**src/rtl/debug_trace_buffer.sv**
```systemverilog
// Purpose: records each change of the debugger status word, stamped with a cycle count, in a circular trace FIFO.
// Latency: a capture is visible in count_o one cycle later; rd_en_i gives rd_vld_o/rd_data_o on the next cycle.
// Backpressure: none upstream. When the buffer is full, new events are dropped, or with TRACE_WRAP_EN they overwrite the oldest entry.
module debug_trace_buffer #(
  parameter int DATA_W = 32,
  parameter int TS_W   = 32,
  parameter int DEPTH  = 16,
  parameter int DROP_W = 16
) (
  input  logic                       clk,
  input  logic                       rst,
  input  logic [DATA_W-1:0]          evt_data_i,
  input  logic                       arm_i,
  input  logic                       stop_i,
  input  logic                       rd_en_i,
  output logic [TS_W+DATA_W-1:0]     rd_data_o,
  output logic                       rd_vld_o,
  output logic [$clog2(DEPTH):0]     count_o,
  output logic                       overflow_o,
  output logic [DROP_W-1:0]          drop_cnt_o,
  output logic [1:0]                 state_o
);

  localparam int PW    = $clog2(DEPTH);
  localparam int CW    = PW + 1;
  localparam int ENT_W = TS_W + DATA_W;

  typedef enum logic [1:0] {
    ST_IDLE   = 2'd0,
    ST_ARMED  = 2'd1,
    ST_FROZEN = 2'd2
  } state_t;

  state_t            state;
  logic [PW-1:0]     wr_ptr;
  logic [PW-1:0]     rd_ptr;
  logic [TS_W-1:0]   ts;
  logic [DATA_W-1:0] last_word;
  logic              first_q;
  logic [ENT_W-1:0]  mem [DEPTH];

  logic armed;
  logic full;
  logic cap;
  logic rd_fire;
  logic wr_en;
  logic overwrite;
  logic drop;

  // Decode this cycle's capture, read, write and loss conditions.
  always_comb begin
    armed   = (state == ST_ARMED);
    full    = (count_o == CW'(DEPTH));
    // Arming flushes the buffer, so neither a capture nor a read may land in that cycle.
    cap     = armed && !arm_i && (first_q || (evt_data_i != last_word));
    rd_fire = rd_en_i && !arm_i && (count_o != '0);
    // A capture while full with no read to free a slot loses one event.
    drop    = cap && full && !rd_fire;
`ifdef TRACE_WRAP_EN
    wr_en     = cap;
    overwrite = drop;
`else
    wr_en     = cap && (!full || rd_fire);
    overwrite = 1'b0;
`endif
  end

  // Trace storage: not reset, since validity is tracked by the pointers and count.
  always_ff @(posedge clk) begin
    if (wr_en) mem[wr_ptr] <= {ts, evt_data_i};
  end

  // Control FSM, pointers, timestamp, statistics and the registered read port.
  always_ff @(posedge clk) begin
    if (rst) begin
      state      <= ST_IDLE;
      wr_ptr     <= '0;
      rd_ptr     <= '0;
      count_o    <= '0;
      ts         <= '0;
      last_word  <= '0;
      first_q    <= 1'b0;
      overflow_o <= 1'b0;
      drop_cnt_o <= '0;
      rd_data_o  <= '0;
      rd_vld_o   <= 1'b0;
    end else begin
      rd_vld_o <= rd_fire;
      if (rd_fire) rd_data_o <= mem[rd_ptr];

      if (arm_i) begin
        // Arming wins over stop and starts a fresh capture from any state.
        state      <= ST_ARMED;
        wr_ptr     <= '0;
        rd_ptr     <= '0;
        count_o    <= '0;
        ts         <= '0;
        first_q    <= 1'b1;
        overflow_o <= 1'b0;
        drop_cnt_o <= '0;
      end else begin
        if (armed && stop_i) state <= ST_FROZEN;
        if (armed && (ts != '1)) ts <= ts + TS_W'(1);

        // last_word follows every capture, including dropped ones, so that one change yields exactly one drop.
        if (cap) begin
          last_word <= evt_data_i;
          first_q   <= 1'b0;
        end

        if (wr_en) wr_ptr <= wr_ptr + PW'(1);
        if (rd_fire || overwrite) rd_ptr <= rd_ptr + PW'(1);

        if (wr_en && !overwrite && !rd_fire) count_o <= count_o + CW'(1);
        else if (rd_fire && !wr_en)          count_o <= count_o - CW'(1);

        if (drop) begin
          overflow_o <= 1'b1;
          if (drop_cnt_o != '1) drop_cnt_o <= drop_cnt_o + DROP_W'(1);
        end
      end
    end
  end

  assign state_o = state;

endmodule
```
**config.mk**
```make
export PLATFORM = sky130hd
export DESIGN_NAME = debug_trace_buffer
export DESIGN_NICKNAME = d
export VERILOG_FILES = /design/src/rtl/debug_trace_buffer.sv
export SDC_FILE = /design/constraint.sdc
export NUM_CORES = 1
export LEC_CHECK = 0
export ABC_AREA = 1
export CAP_MARGIN = 20
export CELL_PAD_IN_SITES_DETAIL_PLACEMENT = 0
export CELL_PAD_IN_SITES_GLOBAL_PLACEMENT = 1
export CORE_MARGIN = 5
export CORE_UTILIZATION = 54
export CTS_BUF_LIST = sky130_fd_sc_hd__clkbuf_16
export CTS_CLUSTER_SIZE = 40
export DETAILED_ROUTE_END_ITERATION = 10
export GPL_ROUTABILITY_DRIVEN = 1
export PLACE_DENSITY = 0.84
export SLEW_MARGIN = 30
export SYNTH_ARGS = -nofsm -noshare
export SYNTH_HDL_FRONTEND = slang
export SYNTH_SLANG_ARGS = --single-unit
```
**constraint.sdc**
```tcl
create_clock -name clk -period 14.8 [get_ports clk]
set_input_delay 2.22 -clock clk [delete_from_list [all_inputs] [get_ports clk]]
set_output_delay 2.22 -clock clk [all_outputs]
set_load 0.01 [all_outputs]
```
==> results.txt, run 1 <==
- Total clock sinks: about 1200
* Most common cell after layout, fill and taps aside: sky130_fd_sc_hd__edfxtp_1
- For this design the static power due to leakage is 18.17 nW.
* Vertical die dimension: 306.4 µm
* Achievable Freq: 150.1 MHz
- For the finished layout, the period the worst path requires is 6.662 ns.
- Along the worst path, the maximum fanout reaches 60.
- Counting the buffers created by CTS gives 115.
- Number of synthesized flops with an enable pin: 1024
* Overall fraction of global-route tracks in use: 24.59%
- Maximum number of pins on one net before global-route repair: between 200 and 250
- Detailed placement ended at an HPWL of between 60000 and 70000 µm.
- Iteration-0 DRC count of the detailed router: roughly 3300
- At the worst endpoint, the required time is 15.08 ns.
- 0 antenna diodes ended up in the layout.
- Wirelength, routed: 118000 µm
- Net count after synthesis: between 4000 and 5000
- After clock tree synthesis, the clock-pin slew on the worst setup and hold paths is approximately 0.060 ns.
- Clock tree root driver cell: sky130_fd_sc_hd__clkbuf_16
* Syn Std Cell Area: 47430 µm²
- Measured against its own limit, the worst slew margin works out to 31.81%.
- Between clock sinks in the finished design, the worst skew comes to 0.02644 ns.
- Sequential cell area fraction in the yosys report: 71.66%
- In the routed layout, each cell is associated on average with a via count of 5.909.
- No sink is reached through more buffers than the 3 on the longest clock path.
- The worst-case IR drop observed on VDD is 0.09811 mV.
- Cell count after synthesis: 3999
* Max-cap violations: 0
* Share of layout cells above drive strength 1: ~6.3%
- Number of antenna violations at the first check in global routing: 0
- Die width: 306.4 µm
* Gpl congestion: roughly 0.86
- Post-CTS setup buffers: 0
* First-pass detailed-route iteration total: 6
- In the synthesized netlist the dominant register cell turns out to be sky130_fd_sc_hd__edfxtp_1.
- Dividing the detail-routed wire length by the instance count gives 22.29 µm.
- Setup violation total in the final timing report: 0
* Synthesized flop and latch total: 1186
- Dividing the final minimum period by the clock period gives roughly 45%.
* Total core area: 87020 µm²
- Final hold vios: 0
- Final ANT Viol Nets: 0
- Number of buffers added to fix hold violations after cts: 0
- The path class of the tightest hold or removal check is flop to flop.
* Setup TNS: 0 ns
- Row generation in the floorplan step produced 108 rows.
- Via count of the first global-routing pass: 29960
* Clock latency on the worst-skew pair: 0.67 ns
- The floorplan step defined a die boundary enclosing 93870 µm².
* Outcome: completed
- Proportion of register bits with asynchronous set or reset after synthesis: 0%
- At the pin with the least slew margin, the transition time is just over 1 ns.
- Data arrival time of the critical path: between 6 and 7 ns
- Unique cell type count in the Yosys netlist: 45
* Warning count from the yosys run: 0
* Initial core utilization: between 50% and 60%
- Cell area power density: 126.0 nW/µm²
- Gates resized, CTS repair: 0
- After detailed routing, the number of remaining DRC violations is 0.
* Critical path endpoint category: flop
* Number of I/O port buffers: 125
- Maximum level of the CTS H-tree: 3
- Count of vias placed by the detailed router: 31280
- Clock tree from TritonCTS: yes
* Synthesis-to-layout area growth: 12.11%
- Element type at the critical path start: primary input
- The total overflow left after global routing is 0.
* Fin. max-slew vios: 0
- Measured on the finished design, the core utilization comes to 61.11%.
- Final nets: 4089
- Worst Setup Path Type: primary input to flop
- The top cell types in the final layout, fill and taps aside, are sky130_fd_sc_hd__edfxtp_1 (1024), sky130_fd_sc_hd__nor2_1 (791), sky130_fd_sc_hd__o21ai_0 (610).
- The first global-routing pass estimated 179600 µm of wire.
- Mean post-synth cell area: 11.86 µm²
* I/O pin total: roughly 130
- Unrepaired setup endpoints after global routing: false
[worst max-delay path: stages]
cell,delay [ns]
sky130_fd_sc_hd__clkdlybuf4s50_1,1.04
sky130_fd_sc_hd__nand2_1,0.16
sky130_fd_sc_hd__nand2_1,0.11
sky130_fd_sc_hd__nor2_1,0.05
sky130_fd_sc_hd__nand3_1,0.07
sky130_fd_sc_hd__nor2_1,0.05
sky130_fd_sc_hd__nand3_1,0.23
sky130_fd_sc_hd__nand2_4,0.38
sky130_fd_sc_hd__nor2_2,0.59
sky130_fd_sc_hd__nand2_1,0.37
sky130_fd_sc_hd__nor2_4,0.80
sky130_fd_sc_hd__buf_4,0.81
[path summary, 6_finish.rpt]
check                           slack [ns]  cells after the start            to           from
worst min register to register        0.47                      2  last_word[4]   last_word[4]
worst max-delay path                  8.14                     12    mem[6][14]  evt_data_i[3]
worst max register to register       10.27                      8    mem[6][14]     state_o[1]
worst min-delay path                  0.47                      2  last_word[4]   last_word[4]
[metal layers]
| layer | global-route usage [%] | wire (µm) | vias to the layer above |
|---|---|---|---|
| li1 | - | - | 14550 |
| met1 | 34.89 | 49270 | 15350 |
| met2 | 39.86 | 56060 | 1211 |
| met3 | 3.948 | 9443 | 167 |
| met4 | 7.454 | 3195 | 0 |
| met5 | 0 | 0 | - |
[state kept, by name, indices dropped and copies added (netlist names)]
| name | count |
|---|---|
| rd_ptr | 4 |
| count_o | 5 |
| overflow_o | 1 |
| rd_data_o | 64 |
| rd_vld_o | 1 |
| mem | 1024 |
| last_word | 32 |
| ts | 32 |
| state_o | 2 |
| first_q | 1 |
| wr_ptr | 4 |
| drop_cnt_o | 16 |
[per-stage QoR]
stage	cells	total power (W)	instance area, µm²	hold slack [ns]	setup WS (ns)
floorplan	3999	0.003912	47430	0.4437	8.424
global placement	5072	0.004036	49490	0.4520	7.220
detailed placement	5073	0.004041	49530	0.4568	7.038
CTS	5289	0.006736	53050	0.4736	7.729
global route	5293	0.006922	53180	0.4853	7.867
finish	5293	0.006698	53180	0.4704	8.138
[cells in the mapped netlist, types with 2 or more instances]
cell type / n / share of area, %
sky130_fd_sc_hd__nand2_1: 232 / 1.8
sky130_fd_sc_hd__nor4_1: 9 / 0.12
sky130_fd_sc_hd__a21oi_1: 68 / 0.72
sky130_fd_sc_hd__nor3_1: 17 / 0.18
sky130_fd_sc_hd__nand4_1: 25 / 0.33
sky130_fd_sc_hd__xor2_1: 12 / 0.22
sky130_fd_sc_hd__nor2_2: 4 / 0.053
sky130_fd_sc_hd__nand3b_1: 4 / 0.063
sky130_fd_sc_hd__o21bai_1: 3 / 0.047
sky130_fd_sc_hd__o22ai_1: 230 / 3.0
sky130_fd_sc_hd__clkbuf_2: 13 / 0.14
sky130_fd_sc_hd__and3_1: 2 / 0.026
sky130_fd_sc_hd__buf_1: 7 / 0.055
sky130_fd_sc_hd__nor2_1: 808 / 6.4
sky130_fd_sc_hd__buf_2: 70 / 0.74
sky130_fd_sc_hd__xnor2_1: 13 / 0.24
sky130_fd_sc_hd__buf_6: 9 / 0.21
sky130_fd_sc_hd__nor3_2: 4 / 0.084
sky130_fd_sc_hd__o211ai_1: 18 / 0.28
sky130_fd_sc_hd__o21ai_1: 101 / 1.1
sky130_fd_sc_hd__buf_4: 18 / 0.28
sky130_fd_sc_hd__ha_1: 12 / 0.32
sky130_fd_sc_hd__inv_2: 2 / 0.016
sky130_fd_sc_hd__a21oi_2: 10 / 0.18
sky130_fd_sc_hd__edfxtp_1: 1024 / 65
sky130_fd_sc_hd__inv_1: 197 / 1.6
sky130_fd_sc_hd__nor3_4: 2 / 0.069
sky130_fd_sc_hd__nand3_1: 87 / 0.92
sky130_fd_sc_hd__clkbuf_1: 140 / 1.1
sky130_fd_sc_hd__o21ai_0: 610 / 6.4
sky130_fd_sc_hd__o221ai_1: 72 / 1.3
sky130_fd_sc_hd__a211oi_1: 2 / 0.032
sky130_fd_sc_hd__dfxtp_1: 162 / 6.8
[where the power goes]
group | internal, W | leakage [nW] | switching [W]
sequential | 0.00363 | 10.7 | 0.0000189
clock | 0.00153 | 1.85 | 0.00120
combinational | 0.000106 | 5.58 | 0.000213
[final cells by class]
type | instances | area, µm²
clock buffers | 117 | 2928
clock inverters | 99 | 586.8
fillers | 6716 | 33840
inverters | 201 | 780.7
multi-input cells | 2355 | 11620
flip-flops and latches | 1186 | 34010
well taps | 1155 | 1445
repair buffers | 180 | 1810
[cell families after synthesis]
kind of cell    Yosys count  synth area share [%]
xor+xnor                 25                0.4616
buf+inv                 458                 4.139
flops                  1186                 71.66
compound gates         1116                 13.16
simple gates           1201                 10.22
fa+ha+maj                13                0.3587
(Power assumes the default switching activity.)
==> inputs of run 2 (changes only) <==
--- a/config.mk
+++ b/config.mk
@@ -10,12 +10,12 @@
 export CELL_PAD_IN_SITES_DETAIL_PLACEMENT = 0
 export CELL_PAD_IN_SITES_GLOBAL_PLACEMENT = 1
 export CORE_MARGIN = 5
-export CORE_UTILIZATION = 54
+export CORE_UTILIZATION = 46
 export CTS_BUF_LIST = sky130_fd_sc_hd__clkbuf_16
 export CTS_CLUSTER_SIZE = 40
 export DETAILED_ROUTE_END_ITERATION = 10
 export GPL_ROUTABILITY_DRIVEN = 1
-export PLACE_DENSITY = 0.84
+export PLACE_DENSITY = 0.76
 export SLEW_MARGIN = 30
 export SYNTH_ARGS = -nofsm -noshare
 export SYNTH_HDL_FRONTEND = slang
==> constraint.sdc (replaced) <==
create_clock -name clk -period 5.7 [get_ports clk]
set_input_delay 0.855 -clock clk [delete_from_list [all_inputs] [get_ports clk]]
set_output_delay 0.855 -clock clk [all_outputs]
set_load 0.01 [all_outputs]
==> run 2 against run 1 <==
Net effect: total power grew to 2.7 times the previous value; clock-buffer cell count grew 2; non-clock buffer count grew 26; combinational power grew to 2.6 times the previous value; critical path depth is the same; sequential share of layout area shrank 1.2 points; sequential cell count is the same; largest power group unchanged; die area grew 17%.
==> results.txt, run 2 (same netlist as run 1, synthesis figures left out) <==
- Leaving out fill and tap cells, the most frequent cells in the layout are sky130_fd_sc_hd__edfxtp_1 (1024), sky130_fd_sc_hd__nor2_1 (791), sky130_fd_sc_hd__o21ai_0 (610).
- The delay of the slowest cell on the worst path was 0.90 ns (-0.14 ns).
* Number of inserted filler cells in the final layout: 8657 (+29%)
* Data arrival time of the critical path: 4.51 ns (-2.44 ns)
* Vertical die dimension: 331.1 µm (+8.1%)
- The root buffer cell chosen for the clock tree is sky130_fd_sc_hd__clkbuf_16.
- The worst-skew pair later-pin latency came to 0.71 ns (+0.04 ns).
- Iteration-0 DRC count of the detailed router: 2952 (-9.2%)
- The total track usage is 21.97% (-2.6 points).
- Clock edge transition at the registers on the reported setup and hold paths: 0.06 ns (about the same)
* Number of rows created at floorplan: 117 (+8.3%)
- Average routed wire per standard cell: 22.08 µm (-0.95%)
- Total clock sinks: 1186 (unchanged)
- STA classifies the critical path endpoint as a flop.
* Final ANT Viol Nets: 0 (unchanged)
- Worst vdd ir: 0.2789 mV (+180%)
- Setup violation total in the final timing report: 0 (unchanged)
* Element type at the critical path start: primary input
- The first-pass iteration count of the detailed router is 7 (+1).
- The overall power of the completed layout is 0.01815 W (+170%).
* Worst-path cell chain: clkdlybuf4s50_1 -> xnor2_1 -> nand2_1 -> nor2_1 -> nand2_1 -> nor2_1 -> nand3_1 -> nand2_2 -> nor2_2 -> nand2_1 -> nor2_4 -> buf_4
- The routed via count is 31470 (+0.62%).
- The final routed DRC violation total was 0 (unchanged).
- Number of I/O port buffers: 125 (unchanged)
- The layout net count was 4118 (+0.71%).
- The number of diodes is 0 (unchanged).
- Deepest clock path buffer count: 3 (unchanged)
- The area taken by multi-input logic gates was 11620 µm² (about the same).
- The number of H-tree levels came to 3 (unchanged).
- The number of antenna violations at the first check in global routing was 1 (+1).
- The power density relative to cell area is 335.1 nW/µm² (+170%).
* Instance area at placement: 50170 µm² (+1.3%)
- The standard cell core area was 102000 µm² (+17%).
* Setup TNS: 0 ns (unchanged)
- DP HPWL: 65910 µm (+6.0%)
- For the finished layout, the period the worst path requires is approximately 4.2 ns.
* Number of flip-flops under the largest register name: 1024 (unchanged)
- In the finished design, the share of the clock period the worst path needs comes to 73.62%.
* Via density per instance: 5.682 (-3.8%)
- The maximum number of pins on one net before global-route repair came to 279 (+21%).
- Biggest register: mem
* Worst Setup Path Type: primary input to flop
* Outcome: completed
* Leading registers by flop count: mem x1024, rd_data_o x64
- Worst min-delay path class: flop to flop
* Max-cap violations: 0 (unchanged)
- Final Hold Slack: 0.4674 ns (-0.002976 ns)
* Transition time at the pin with the least slew margin: 1.032 ns (+0.008955 ns)
- Setup Skew: 0.02856 ns (+0.002121 ns)
- The starting density of the core was 46.49% (-8.0 points).
- Most common cell after layout, fill and taps aside: sky130_fd_sc_hd__edfxtp_1
* Final hold vios: 0 (unchanged)
- Gpl congestion: 0.8501 (-1.7%)
- The worst relative slew slack came to 31.21% (-0.60 points).
- Most used cell along the critical path: sky130_fd_sc_hd__nand2_1
* Wire length of the first global-routing pass: 185000 µm (+3.0%)
- Total CTS buffers: 118 (+2.6%)
- The area used by sequential logic in the layout is 34010 µm² (unchanged).
- Maximum fanout along the worst path: 42 (-30%)
* Unrepaired setup endpoints after global routing: false
- Via count of the first global-routing pass: 30220 (+0.85%)
- The area of the die is 109600 µm² (+17%).
- The summed area of non-filler cells in the final layout came to 54170 µm² (+1.9%).
* Synthesis-to-layout area growth: 14.20%
- Gates resized, CTS repair: 0 (unchanged)
- Wirelength, routed: 122300 µm (+3.7%)
- Gr ovfl total: 0 (unchanged)
- Post-CTS setup buffers: 0 (unchanged)
* Share of layout cells above drive strength 1: 7.480% (+1.2 points)
- The final max-slew violation count is 0 (unchanged).
* Achievable Freq: 238.3 MHz
- Slowest stage cell, crit path: sky130_fd_sc_hd__clkdlybuf4s50_1
* I/O pin total: 126 (unchanged)
- Clock tree from TritonCTS: yes
- Leakage dissipation: 18.35 nW (+0.95%)
- Number of buffers added to fix hold violations after cts: 0 (unchanged)
- The chip width was 331.1 µm (+8.1%).
- The critical path data required time is 6.01 ns (-9.07 ns).
run 2: final cells by class:
cell class              count  area share (%)
clock buffers             119           5.497
well taps                1368           3.160
flip-flops and latches   1186           62.78
clock inverters           104           1.735
repair buffers            206           3.927
inverters                 201           1.455
multi-input cells        2355           21.44
run 2: path summary, 6_finish.rpt:
path	start	to	slack (ns)	cells after the start
setup / recovery	evt_data_i[20]	mem[9][21]	1.50	12
hold / removal	last_word[1]	last_word[1]	0.47	2
hold reg to reg	last_word[1]	last_word[1]	0.47	2
setup reg to reg	last_word[20]	count_o[4]	2.30	18
run 2: worst max-delay path, delay by kind of cell:
family                    cells  cell delay, ns
xor gates and xnor gates      1            0.27
buffers and inverters         2            1.56
and+or+nand+nor               9            1.70
run 2: metrics by stage:
step | util (%) | setup WS [ns] | instances
after floorplan | - | 0.6891 | 3999
after global placement | 49.16 | 0.8843 | 5313
after detailed placement | 49.17 | 0.8466 | 5313
after CTS | 53.01 | 1.604 | 5536
after global routing | 53.09 | 1.281 | 5539
final | 53.09 | 1.503 | 5539
run 2: power by group:
group | switching [W] | internal, W | total [W]
clock network | 0.00331 | 0.00452 | 0.00783
registers | 0.0000485 | 0.00943 | 0.00948
logic | 0.000560 | 0.000284 | 0.000844
run 2: metal layers:
layer	wire length, µm	vias up	GRT usage (%)
li1	-	14610	-
met1	53350	15590	31.41
met5	0	-	0
met4	3208	0	6.118
met3	7903	188	3.330
met2	57820	1089	35.45
